### src/rtl/nand_timing_engine.sv
// nand_timing_engine: NAND-flash pad timing engine for command/address latch,
// single/burst read/write and wait-for-ready, with programmable phase widths.
module nand_timing_engine #(
    parameter int CNT_W    = 12,
    parameter int T_SETUP  = 1,
    parameter int T_PULSE  = 2,
    parameter int T_HOLD   = 1,
    parameter int T_WB     = 4,
    parameter int T_RB_MAX = 1024
) (
    input  logic             CLK,
    input  logic             RES,
    input  logic             start,
    input  logic [2:0]       cmd_code,
    input  logic [CNT_W-1:0] burst_len,
    input  logic             RB_n,
    output logic             CE_n,
    output logic             CLE,
    output logic             ALE,
    output logic             WE_n,
    output logic             RE_n,
    output logic             DOS,
    output logic             DIS,
    output logic             cnt_en,
    output logic             ecc_en,
    output logic             busy,
    output logic             Done,
    output logic             err
);
    localparam int T_M1  = (T_SETUP > T_PULSE) ? T_SETUP : T_PULSE;
    localparam int T_M2  = (T_M1 > T_HOLD) ? T_M1 : T_HOLD;
    localparam int T_MAX = (T_M2 > T_RB_MAX) ? T_M2 : T_RB_MAX;
    localparam int TW    = $clog2(T_MAX + 1);
    localparam logic [TW-1:0] L_SETUP = TW'(T_SETUP);
    localparam logic [TW-1:0] L_PULSE = TW'(T_PULSE);
    localparam logic [TW-1:0] L_HOLD  = TW'(T_HOLD);
    localparam logic [TW-1:0] L_WB    = TW'(T_WB);
    localparam logic [TW-1:0] L_RBMAX = TW'(T_RB_MAX);
    localparam logic [TW-1:0] L_ONE   = TW'(1);

    typedef enum logic [2:0] {S_IDLE, S_SETUP, S_PULSE, S_HOLD, S_WAIT} state_t;
    localparam state_t S_FIRST = (T_SETUP > 0) ? S_SETUP : S_PULSE;

    state_t           r_state, w_state;
    logic [TW-1:0]    r_tmr, w_tmr;
    logic [CNT_W-1:0] r_beats, w_beats;
    logic [2:0]       r_code, w_code;
    logic             r_rb1, r_rb2;
    logic             w_done, w_err, w_act, w_wr, w_last;

    always_comb begin
        w_state = r_state;
        w_tmr   = r_tmr + L_ONE;
        w_beats = r_beats;
        w_code  = r_code;
        w_done  = 1'b0;
        w_err   = 1'b0;
        case (r_state)
            S_IDLE: if (start) begin
                w_code  = cmd_code;
                w_beats = (cmd_code[2] && burst_len != '0) ? burst_len : CNT_W'(1);
                w_state = (cmd_code == 3'b011) ? S_WAIT : S_FIRST;
                w_tmr   = L_ONE;
            end
            S_SETUP: if (r_tmr == L_SETUP) begin
                w_state = S_PULSE;
                w_tmr   = L_ONE;
            end
            S_PULSE: if (r_tmr == L_PULSE) begin
                w_state = S_HOLD;
                w_tmr   = L_ONE;
            end
            S_HOLD: if (r_tmr == L_HOLD) begin
                w_tmr   = L_ONE;
                w_state = (r_beats > CNT_W'(1)) ? S_FIRST : S_IDLE;
                w_beats = (r_beats > CNT_W'(1)) ? r_beats - CNT_W'(1) : r_beats;
                w_done  = (r_beats <= CNT_W'(1));
            end
            S_WAIT: if ((r_tmr >= L_WB && r_rb2) || r_tmr == L_RBMAX) begin
                w_state = S_IDLE;
                w_done  = 1'b1;
                w_err   = !(r_tmr >= L_WB && r_rb2);
            end
            default: w_state = S_IDLE;
        endcase
    end

    // Outputs are registered from the next state so they line up with it cycle for cycle.
    assign w_act  = (w_state == S_SETUP) || (w_state == S_PULSE) || (w_state == S_HOLD);
    assign w_wr   = w_code[2] ? w_code[1] : !w_code[1];
    assign w_last = (w_state == S_HOLD) && (w_tmr == L_HOLD);

    always_ff @(posedge CLK or posedge RES) begin
        if (RES) begin
            r_state <= S_IDLE;
            r_tmr   <= '0;
            r_beats <= '0;
            r_code  <= '0;
            r_rb1   <= 1'b1;
            r_rb2   <= 1'b1;
            CE_n    <= 1'b1;
            CLE     <= 1'b0;
            ALE     <= 1'b0;
            WE_n    <= 1'b1;
            RE_n    <= 1'b1;
            DOS     <= 1'b0;
            DIS     <= 1'b0;
            cnt_en  <= 1'b0;
            ecc_en  <= 1'b0;
            busy    <= 1'b0;
            Done    <= 1'b0;
            err     <= 1'b0;
        end else begin
            r_state <= w_state;
            r_tmr   <= w_tmr;
            r_beats <= w_beats;
            r_code  <= w_code;
            r_rb1   <= RB_n;
            r_rb2   <= r_rb1;
            CE_n    <= !(w_act || w_state == S_WAIT);
            CLE     <= w_act && w_code == 3'b000;
            ALE     <= w_act && w_code == 3'b001;
            WE_n    <= !(w_state == S_PULSE && w_wr);
            RE_n    <= !(w_state == S_PULSE && !w_wr);
            DOS     <= w_act && w_wr;
            DIS     <= w_last && !w_wr;
            cnt_en  <= w_last;
            ecc_en  <= w_last && w_code[2] && w_code[0];
            busy    <= w_state != S_IDLE;
            Done    <= w_done;
            err     <= w_err;
        end
    end
endmodule

### config.mk
export PLATFORM = sky130hd
export DESIGN_NAME = nand_timing_engine
export DESIGN_NICKNAME = d
export VERILOG_FILES = /design/src/rtl/nand_timing_engine.sv
export SDC_FILE = /design/constraint.sdc
export NUM_CORES = 1
export LEC_CHECK = 0
export ABC_AREA = 1
export BUFFER_PORTS_ARGS = -buffer_cell sky130_fd_sc_hd__buf_2
export CORE_ASPECT_RATIO = 2
export CORE_MARGIN = 1.5
export CORE_UTILIZATION = 30
export DETAILED_ROUTE_END_ITERATION = 7
export GPL_TIMING_DRIVEN = 0
export SLEW_MARGIN = 10
export SYNTH_ARGS = -nofsm -noshare
export SYNTH_HDL_FRONTEND = slang
export SYNTH_SLANG_ARGS = --single-unit
### constraint.sdc
create_clock -name CLK -period 2.3 [get_ports CLK]
set_clock_uncertainty 0.2 [all_clocks]
set_input_delay 0.115 -clock CLK [delete_from_list [all_inputs] [get_ports CLK]]
set_output_delay 0.115 -clock CLK [all_outputs]
set_load 0.01 [all_outputs]
=== Word level (Yosys, flattened, before mapping) ===
Index checks and enable logic that the tools add are counted.

* $add $sub $neg: 2
* Magnitude comparators: 3
* Equality and inequality tests: 17
* Muxes and demuxes: 25
* Reduce and logical (&&, ||, !) cells: 28

{| class="wikitable"
|+ Operators by type and width
! cell !! number
|-
| 12-bit two-way mux || 4
|-
| 11-bit two-way mux || 3
|-
| 11-bit one-hot mux with 3 select lines || 1
|-
| 3-bit two-way mux || 8
|-
| 12-bit one-hot mux with 2 select lines || 1
|-
| 11-bit by 1-bit == test with 1-bit output (second input constant) || 2
|-
| 3-bit by 2-bit == test with 1-bit output (second input constant) || 5
|-
| 3-bit one-hot mux with 5 select lines || 1
|-
| 12-bit by 1-bit > comparator with 1-bit output (second input constant) || 1
|-
| 12-bit by 1-bit less-or-equal comparator with 1-bit output (second input constant) || 1
|-
| 12-bit nonzero test || 1
|-
| 12-bit by 1-bit subtractor with 12-bit output (second input constant) || 1
|-
| 11-bit by 1-bit adder with 11-bit output (second input constant) || 1
|-
| 11-bit == test (second input constant) || 1
|-
| 11-bit by 2-bit == test with 1-bit output (second input constant) || 1
|-
| 11-bit by 3-bit >= comparator with 1-bit output (second input constant) || 1
|-
| 1-bit logical AND || 11
|-
| 3-bit by 1-bit == test with 1-bit output (second input constant) || 3
|-
| 3-bit == test (second input constant) || 2
|-
| 1-bit zero test || 6
|-
| 3-bit zero test || 2
|-
| 1-bit two-way mux || 6
|-
| 2-bit != test (second input constant) || 3
|-
| 1-bit logical OR || 4
|-
| other kinds (5) || 5
|}

* Register bits after elaboration: 43
* Input bits: 19
* Output and inout port bits: 12

=== Logic depth before layout (Yosys ltp) ===
Gate-level depths: netlist (run 1).

* Depth in word-level cells: 10
* Depth in mapped cells: 13
* Mapped depth without buffers: 13

=== Worst setup path after synthesis (run 1) ===
OpenSTA, ideal clock, no wires.

* Path kind: register to register
* Start: register r_tmr[1]
* End: register r_beats[4]
* Arrival time: 1.533 ns
* Setup slack: 0.450 ns
* Cell stages (with the launch flop): 13
* Path buffers: 1
* Period minus slack after synthesis: 1.850 ns
* Cells stage by stage: dfrtp_1 > inv_1 > ha_1 > inv_1 > nor2_1 > nand2_1 > nand2_1 > inv_1 > a211oi_2 > buf_2 > o21ai_1 > nand2_1 > nand2_1

* Cells in the longest elaborated chain, start to end: 3

{| class="wikitable"
|+ RTL lines
! item !! line !! RTL
|-
| from (decl) || 45 || <nowiki>logic [TW-1:0] r_tmr, w_tmr;</nowiki>
|-
| from (signal assigned) || 115 || <nowiki>r_tmr <= w_tmr;</nowiki>
|-
| 11-bit by 1-bit == test with 1-bit output || 73 || <nowiki>S_HOLD: if (r_tmr == L_HOLD) begin</nowiki>
|-
| 2-bit != test (no source line) || -- ||
|-
| 4-bit AND reduction (no source line) || -- ||
|-
| to (signal assigned) || 116 || <nowiki>r_beats <= w_beats;</nowiki>
|-
| to (decl) || 46 || <nowiki>logic [CNT_W-1:0] r_beats, w_beats;</nowiki>
|}

Every way passes these cells.
A chain may end at the register's enable or synchronous reset.

=== Worst setup path in the final report (run 1) ===
* Start: register r_tmr[1]
* End: register DIS

* Cells in the longest elaborated chain, start to end: 8
* Elaborated cells between the ends (all ways): 20
* Those cells by class: add/sub (1); order compare (1); eq/ne (5); mux (9); reduce/logical (4)

{| class="wikitable"
|+ RTL lines
! item !! line !! RTL
|-
| 11-bit by 3-bit >= comparator with 1-bit output || 79 || <nowiki>S_WAIT: if ((r_tmr >= L_WB && r_rb2) || r_tmr == L_RBMAX) begin</nowiki>
|-
| 1-bit logical AND || 79 ||
|-
| 1-bit logical OR || 79 ||
|-
| 3-bit two-way mux || 79 ||
|-
| 3-bit one-hot mux with 5 select lines || 58 || <nowiki>case (r_state)</nowiki>
|-
| 3-bit by 2-bit == test with 1-bit output || 91 || <nowiki>assign w_last = (w_state == S_HOLD) && (w_tmr == L_HOLD);</nowiki>
|-
| 1-bit logical AND (*) || 91 ||
|-
| 1-bit logical AND (*) || 126 || <nowiki>DIS <= w_last && !w_wr;</nowiki>
|-
| to (signal assigned) || 126 ||
|-
| to (decl) || 23 || <nowiki>output logic DIS,</nowiki>
|}

Mark *: on every way between the ends. The rest lies on a longest branch, timed or not.

==> out/results.tsv, run 1 <==
metric	value	unit
via/cell ratio	4.78	
Antenna Cells	0	
FF/Latch Area	1080	µm²
Slew Viols, Final	0	
crit path kind	reg2reg	
Worst Path Arrival	2.16	ns
initial core utilization	31.0	%
peak fanout along the critical path	10	
final WL	6400	µm
CP max-delay cell	dfrtp_1	
Worst-Margin Slew	0.516	ns
most frequent cells in the layout	nand2_1, inv_1, dfrtp_1	
# fillers	857	
Die W	68.4	µm
Max-slew headroom	65.6	%
Mean Syn Cell Area	7.42	µm²
Yosys reg bits	43	
Peak VDD IR	0.399	mV
commonest non-fill, non-tap cell in the layout	nand2_1	
Mapped Cells	346	
Die Y	134	µm
clock buffer depth	2	
largest net degree at the start of global routing	24	
crit path time final	2.16	ns
CP peak stage delay	0.42	ns
pre-CTS setup slack	0.104	ns
Port Buf Inserts	30	
DR vias	2348	
initial antenna violation count	0	
area occupied by multi-input gates	1220	µm²
first-pass GRT wire length	10100	µm
mapped cell area	2570	µm²
Setup violations, final	0	
DRC	0	
initial drt markers	70	
NumNets Final	417	
Routed WL per cell	13.0	µm
clock sinks	43	
CP top delay family	simple AND/OR/NAND/NOR gates	
worst skew pair latency	0.29	ns
vias in the first global route	2300	
Setup WS post-layout	0.141	ns
GPL Wtd Cong	0.837	
required time of the critical path	2.30	ns
maximum clock rate	0.463	GHz
LEAKAGE	1.67	nW
Syn Nets	371	
total grt overflow	0	
Pre-antenna DRT Iters	4	
die area	9160	µm²
share of layout cells above drive strength 1	21.6	%
register area share after synthesis	42.2	%
ANT nets after route	0	
crit path buf inv count	4	
Hold WC Path Type	in2reg	
area grow syn2layout	21.3	%
cells along the critical path	inv_1 > ha_2 > inv_1 > nor2_1 > nand2_2 > nand2_1 > nand3_2 > buf_6 > nand2_2 > nand2_1 > inv_1 > nand4_1 > nor3_1	
status	completed	
post-synthesis cell type count	34	
total CTS buffers	5	
Worst setup EP type	flop	
io pins	31	
Critical Path Source Type	flop	
num rows	47	
P per Cell Area	1210	nW/µm²
Root Driver	clkbuf_16	
Final Hold Violating Endpoints	0	
total of max-cap violations	0	
synth warn	0	
Worst-path clk slew	0.06	ns
most used cell, CP	inv_1	
core area	8290	µm²
final period utilization	93.9	%
gr usage total	14.9	%
# H-tree levels	2	
post-detail-place hpwl	5020	µm
setup_tns	0	ns
CTS tree	done	
-- routing by layer --
metal  global-route usage (%)  part of all wire [%]
met2                     30.2                    59
met1                     12.2                    34
met4                     7.11                   3.6
met3                     3.10                   3.2
met5                        0                     0
-- per-stage QoR --
stage	utilization, %	std cells	hold WS [ns]	area, µm²	power [mW]
3_5_place_dp	34.6	475	-0.0188	2870	3.01
3_3_place_gp	34.3	474	0.0302	2840	2.97
2_1_floorplan	-	346	-0.0805	2570	2.49
4_1_cts	37.1	489	0.00562	3070	3.74
5_1_grt	37.6	491	0.0335	3110	4.11
6_report	37.6	491	0.00918	3110	3.77
-- path summary, 6_finish.rpt --
kind	end	startpoint	slack (ns)	cells after the start
max	DIS$_DFF_PP0_	r_tmr[1]$_DFF_PP0_	0.14	13
min	r_beats[9]$_DFFE_PP0P_	burst_len[9]	0.009	3
max reg2reg	DIS$_DFF_PP0_	r_tmr[1]$_DFF_PP0_	0.14	13
min reg2reg	r_rb2$_DFF_PP1_	r_rb1$_DFF_PP1_	0.16	0
max in group asynchronous	WE_n$_DFF_PP1_	RES	1.13	4
min in group asynchronous	r_beats[7]$_DFFE_PP0P_	RES	0.21	3
-- worst reg2reg max path, cell delays in order (launching register included) --
cell and delay, ns:
dfrtp_1 0.42, inv_1 0.10, ha_2 0.18, inv_1 0.04, nor2_1 0.13, nand2_2 0.10
nand2_1 0.08, nand3_2 0.10, buf_6 0.17, nand2_2 0.07, nand2_1 0.07, inv_1 0.06
nand4_1 0.14, nor3_1 0.21
-- final cells by class --
class	instances	share of cell area, %
inverter	66	7.96
buffer	6	1.37
sequential	43	34.8
tap	98	3.94
clock buffer	5	4.02
timing repair buffer	39	8.12
multi-input combinational	231	39.2
clock inverter	3	0.643
-- registers in the layout, indices dropped and copies added (netlist names), 3 cells and up --
name	count
r_beats	12
r_tmr	11
r_code	3
r_state	3
-- cell usage after synthesis (all sizes together) --
master,number,area share [%]
o32ai,1,0.34
dfrtp,38,37
inv,66,9.6
xor2,6,2.0
nand2,84,13
ha,6,2.9
clkbuf,2,0.29
o22ai,6,1.5
nand4,5,1.2
nor3,10,2.4
nor3b,1,0.29
o21ai,30,6.0
a31oi,2,0.49
nor2,42,7.2
xnor2,1,0.34
a211oi,1,0.49
buf,4,1.3
a21oi,5,0.97
nor4,2,0.49
or2,2,0.49
nand3,27,6.1
dfstp,5,5.1
-- power by group --
group | switching, mW | total [mW] | internal [mW]
registers | 0.138 | 1.13 | 0.990
logic | 1.27 | 1.93 | 0.659
clock network | 0.303 | 0.703 | 0.400
-- cell families (layout without fill, tap and decap cells) --
group	after synthesis	in the layout	synth area share [%]
AND/OR/NAND/NOR	173	173	31.6
adder cells (fa/ha/maj)	6	6	2.92
XOR/XNOR	7	7	2.39
AO/OA/AOI/OAI	45	45	9.75
flip-flops	43	43	42.2
buffers and inverters	72	119	11.2
-- timing repair --
| action | 4_1_cts | 5_1_grt |
|---|---|---|
| gates resized for setup | 0 | 11 |
| setup endpoints to repair | 0 | 12 |
| buffers inserted | 0 | 2 |
| hold buffers | 6 | 0 |
| endpoints found under the hold margin | 22 | 0 |
Note: power is estimated with default switching activity, not from simulation.
==> inputs of run 2 (changes only) <==
clock period = 2.1 ns   (was 2.3 ns; I/O delays follow)
==> run 2 against run 1 <==
Compared with the run above:
- hold slack improved by 0.0083 ns
- fmax rose by 4.6%
- sequential cell count did not move
- critical path type unchanged
- critical endpoint is now r_beats[6]$_DFFE_PP0P_
- wire length rose by 12%
- via count rose by 6.2%
- setup slack got worse by 0.10 ns
- power rose by 27%
- highest routed layer unchanged
==> out/results.tsv, run 2 (same netlist as run 1, synthesis figures left out) <==
metric	value	unit	change
area grow syn2layout	35.5	%	
Setup violations, final	0		unchanged
utilization after layout	42.0	%	+4.4 points
initial drt markers	120		+71%
initial core utilization	31.0	%	unchanged
crit path kind	reg2reg		
maximum clock rate	0.485	GHz	+4.6%
Power, Total	4.77	mW	+27%
Die W	68.4	µm	unchanged
GPL Wtd Cong	0.837		unchanged
ANT nets after route	0		unchanged
LEAKAGE	1.80	nW	+8.1%
post-detail-place hpwl	5020	µm	unchanged
Root Driver	clkbuf_16		
final period utilization	98.3	%	+4.4 points
pre-CTS setup slack	-0.0961	ns	-0.200 ns
status	completed		
Die Y	134	µm	unchanged
Worst-path clk slew	0.06	ns	about the same
die area	9160	µm²	unchanged
max reg flops	12		unchanged
Biggest register	r_beats		
Antenna Cells	0		unchanged
DR vias	2494		+6.2%
Max-slew headroom	65.8	%	+0.25 points
Setup WS post-layout	0.0363	ns	-0.104 ns
setup_tns	0	ns	unchanged
post-route insts no fill	513		+4.5%
Hold WC Path Type	in2reg		
initial antenna violation count	0		unchanged
total of max-cap violations	0		unchanged
Peak VDD IR	0.459	mV	+15%
total grt overflow	0		unchanged
Critical Path Source Type	flop		
largest net degree at the start of global routing	24		unchanged
vias in the first global route	2351		+2.2%
gr usage total	15.3	%	+0.35 points
io pins	31		unchanged
final WL	7150	µm	+12%
crit path time final	2.06	ns	-0.0958 ns
Worst Path Arrival	2.07	ns	-0.09 ns
via/cell ratio	4.86		+1.7%
Worst setup EP type	flop		
worst skew pair latency	0.29	ns	about the same
clock buffer depth	2		unchanged
P per Cell Area	1370	nW/µm²	+13%
DRC	0		unchanged
Top Registers	r_beats: 12 flops, r_tmr: 11 flops		
total CTS buffers	5		unchanged
Worst-Margin Slew	0.512	ns	-0.00377 ns
commonest non-fill, non-tap cell in the layout	nand2_1		
most frequent cells in the layout	nand2_1, inv_1, dfrtp_1, buf_2, nor2_1		
# H-tree levels	2		unchanged
Routed WL per cell	13.9	µm	+7.0%
clock sinks	43		unchanged
required time of the critical path	2.10	ns	-0.20 ns
unrepaired setup endpoints after global routing	yes		
Port Buf Inserts	30		unchanged
Slew Viols, Final	0		unchanged
Final Hold Violating Endpoints	0		unchanged
Pre-antenna DRT Iters	4		unchanged
core area	8290	µm²	unchanged
num rows	47		unchanged
NumNets Final	439		+5.3%
peak fanout along the critical path	5		-5
Placed Cells	475		unchanged
share of layout cells above drive strength 1	34.7	%	+13 points
CTS tree	done		
first-pass GRT wire length	10400	µm	+2.4%
==> run 2: cell count changes in the layout (fill, tap and decap cells not counted), moves of 6 or more <==
| cell | previous run | this run |
|---|---|---|
| buf_4 | 3 | 20 |
| nand2_1 | 76 | 69 |
| inv_1 | 59 | 53 |
| inv_2 | 7 | 13 |
| nor2_1 | 32 | 25 |
| nor2_4 | 3 | 9 |
==> run 2: what timing repair did <==
action,4_1_cts,5_1_grt
endpoints found under the setup margin,13,21
resized for setup,7,62
cloned,1,1
buffers inserted,7,14
endpoints found under the hold margin,23,0
hold buffers,7,0
pin swaps,3,19
==> run 2: per-stage QoR <==
| step | instance area, µm² | hold slack (ns) |
|---|---|---|
| CTS | 3160 | 0.00560 |
| detailed placement | 2870 | -0.0288 |
| global placement | 2840 | 0.0202 |
| finish | 3480 | 0.0175 |
| floorplan | 2570 | -0.0905 |
| global route | 3480 | 0.0378 |
==> run 2: path summary, 6_finish.rpt <==
check                                     endpoint  slack, ns  cells past startpoint                 start
min in group asynchronous   r_beats[7]$_DFFE_PP0P_       0.20                      3                   RES
setup reg to reg            r_beats[6]$_DFFE_PP0P_       0.04                      9  r_state[0]$_DFF_PP0_
hold / removal             r_beats[11]$_DFFE_PP0P_       0.02                      5         burst_len[11]
setup / recovery            r_beats[6]$_DFFE_PP0P_       0.04                      9  r_state[0]$_DFF_PP0_
max in group asynchronous           WE_n$_DFF_PP1_       0.95                      4                   RES
hold reg to reg                    r_rb2$_DFF_PP1_       0.16                      0       r_rb1$_DFF_PP1_
==> run 2: area by class of cell <==
class | count | area, µm²
repair buffers | 61 | 423
multi-input cells | 231 | 1400
inverters | 66 | 248
well taps | 98 | 123
flip-flops and latches | 43 | 1090
clock buffers | 5 | 125
clock inverters | 3 | 20.0
fillers | 818 | 4810
plain buffers | 6 | 48.8
==> run 2: critical path, cell delays in order (launching register included) <==
cell and delay [ns]:
dfrtp_2 0.45, inv_2 0.08, nor3_4 0.29, inv_2 0.07
nand2_1 0.06, o21ai_1 0.11, a211oi_4 0.34, buf_2 0.25
nand2_1 0.06, o21ai_0 0.08
==> run 2: report_power, final <==
part           switching, mW  internal, mW  leakage [nW]
clock network          0.335         0.438        0.0658
registers              0.175          1.09         0.540
logic                   1.70          1.04          1.20
==> run 2: metal layers <==
metal	up-vias	part of all wire (%)	GRT usage, %
met2	67	60	31.0
li1	1220	-	-
met1	1181	32	12.5
met3	26	3.0	3.10
met4	0	4.1	7.33
met5	-	0	0
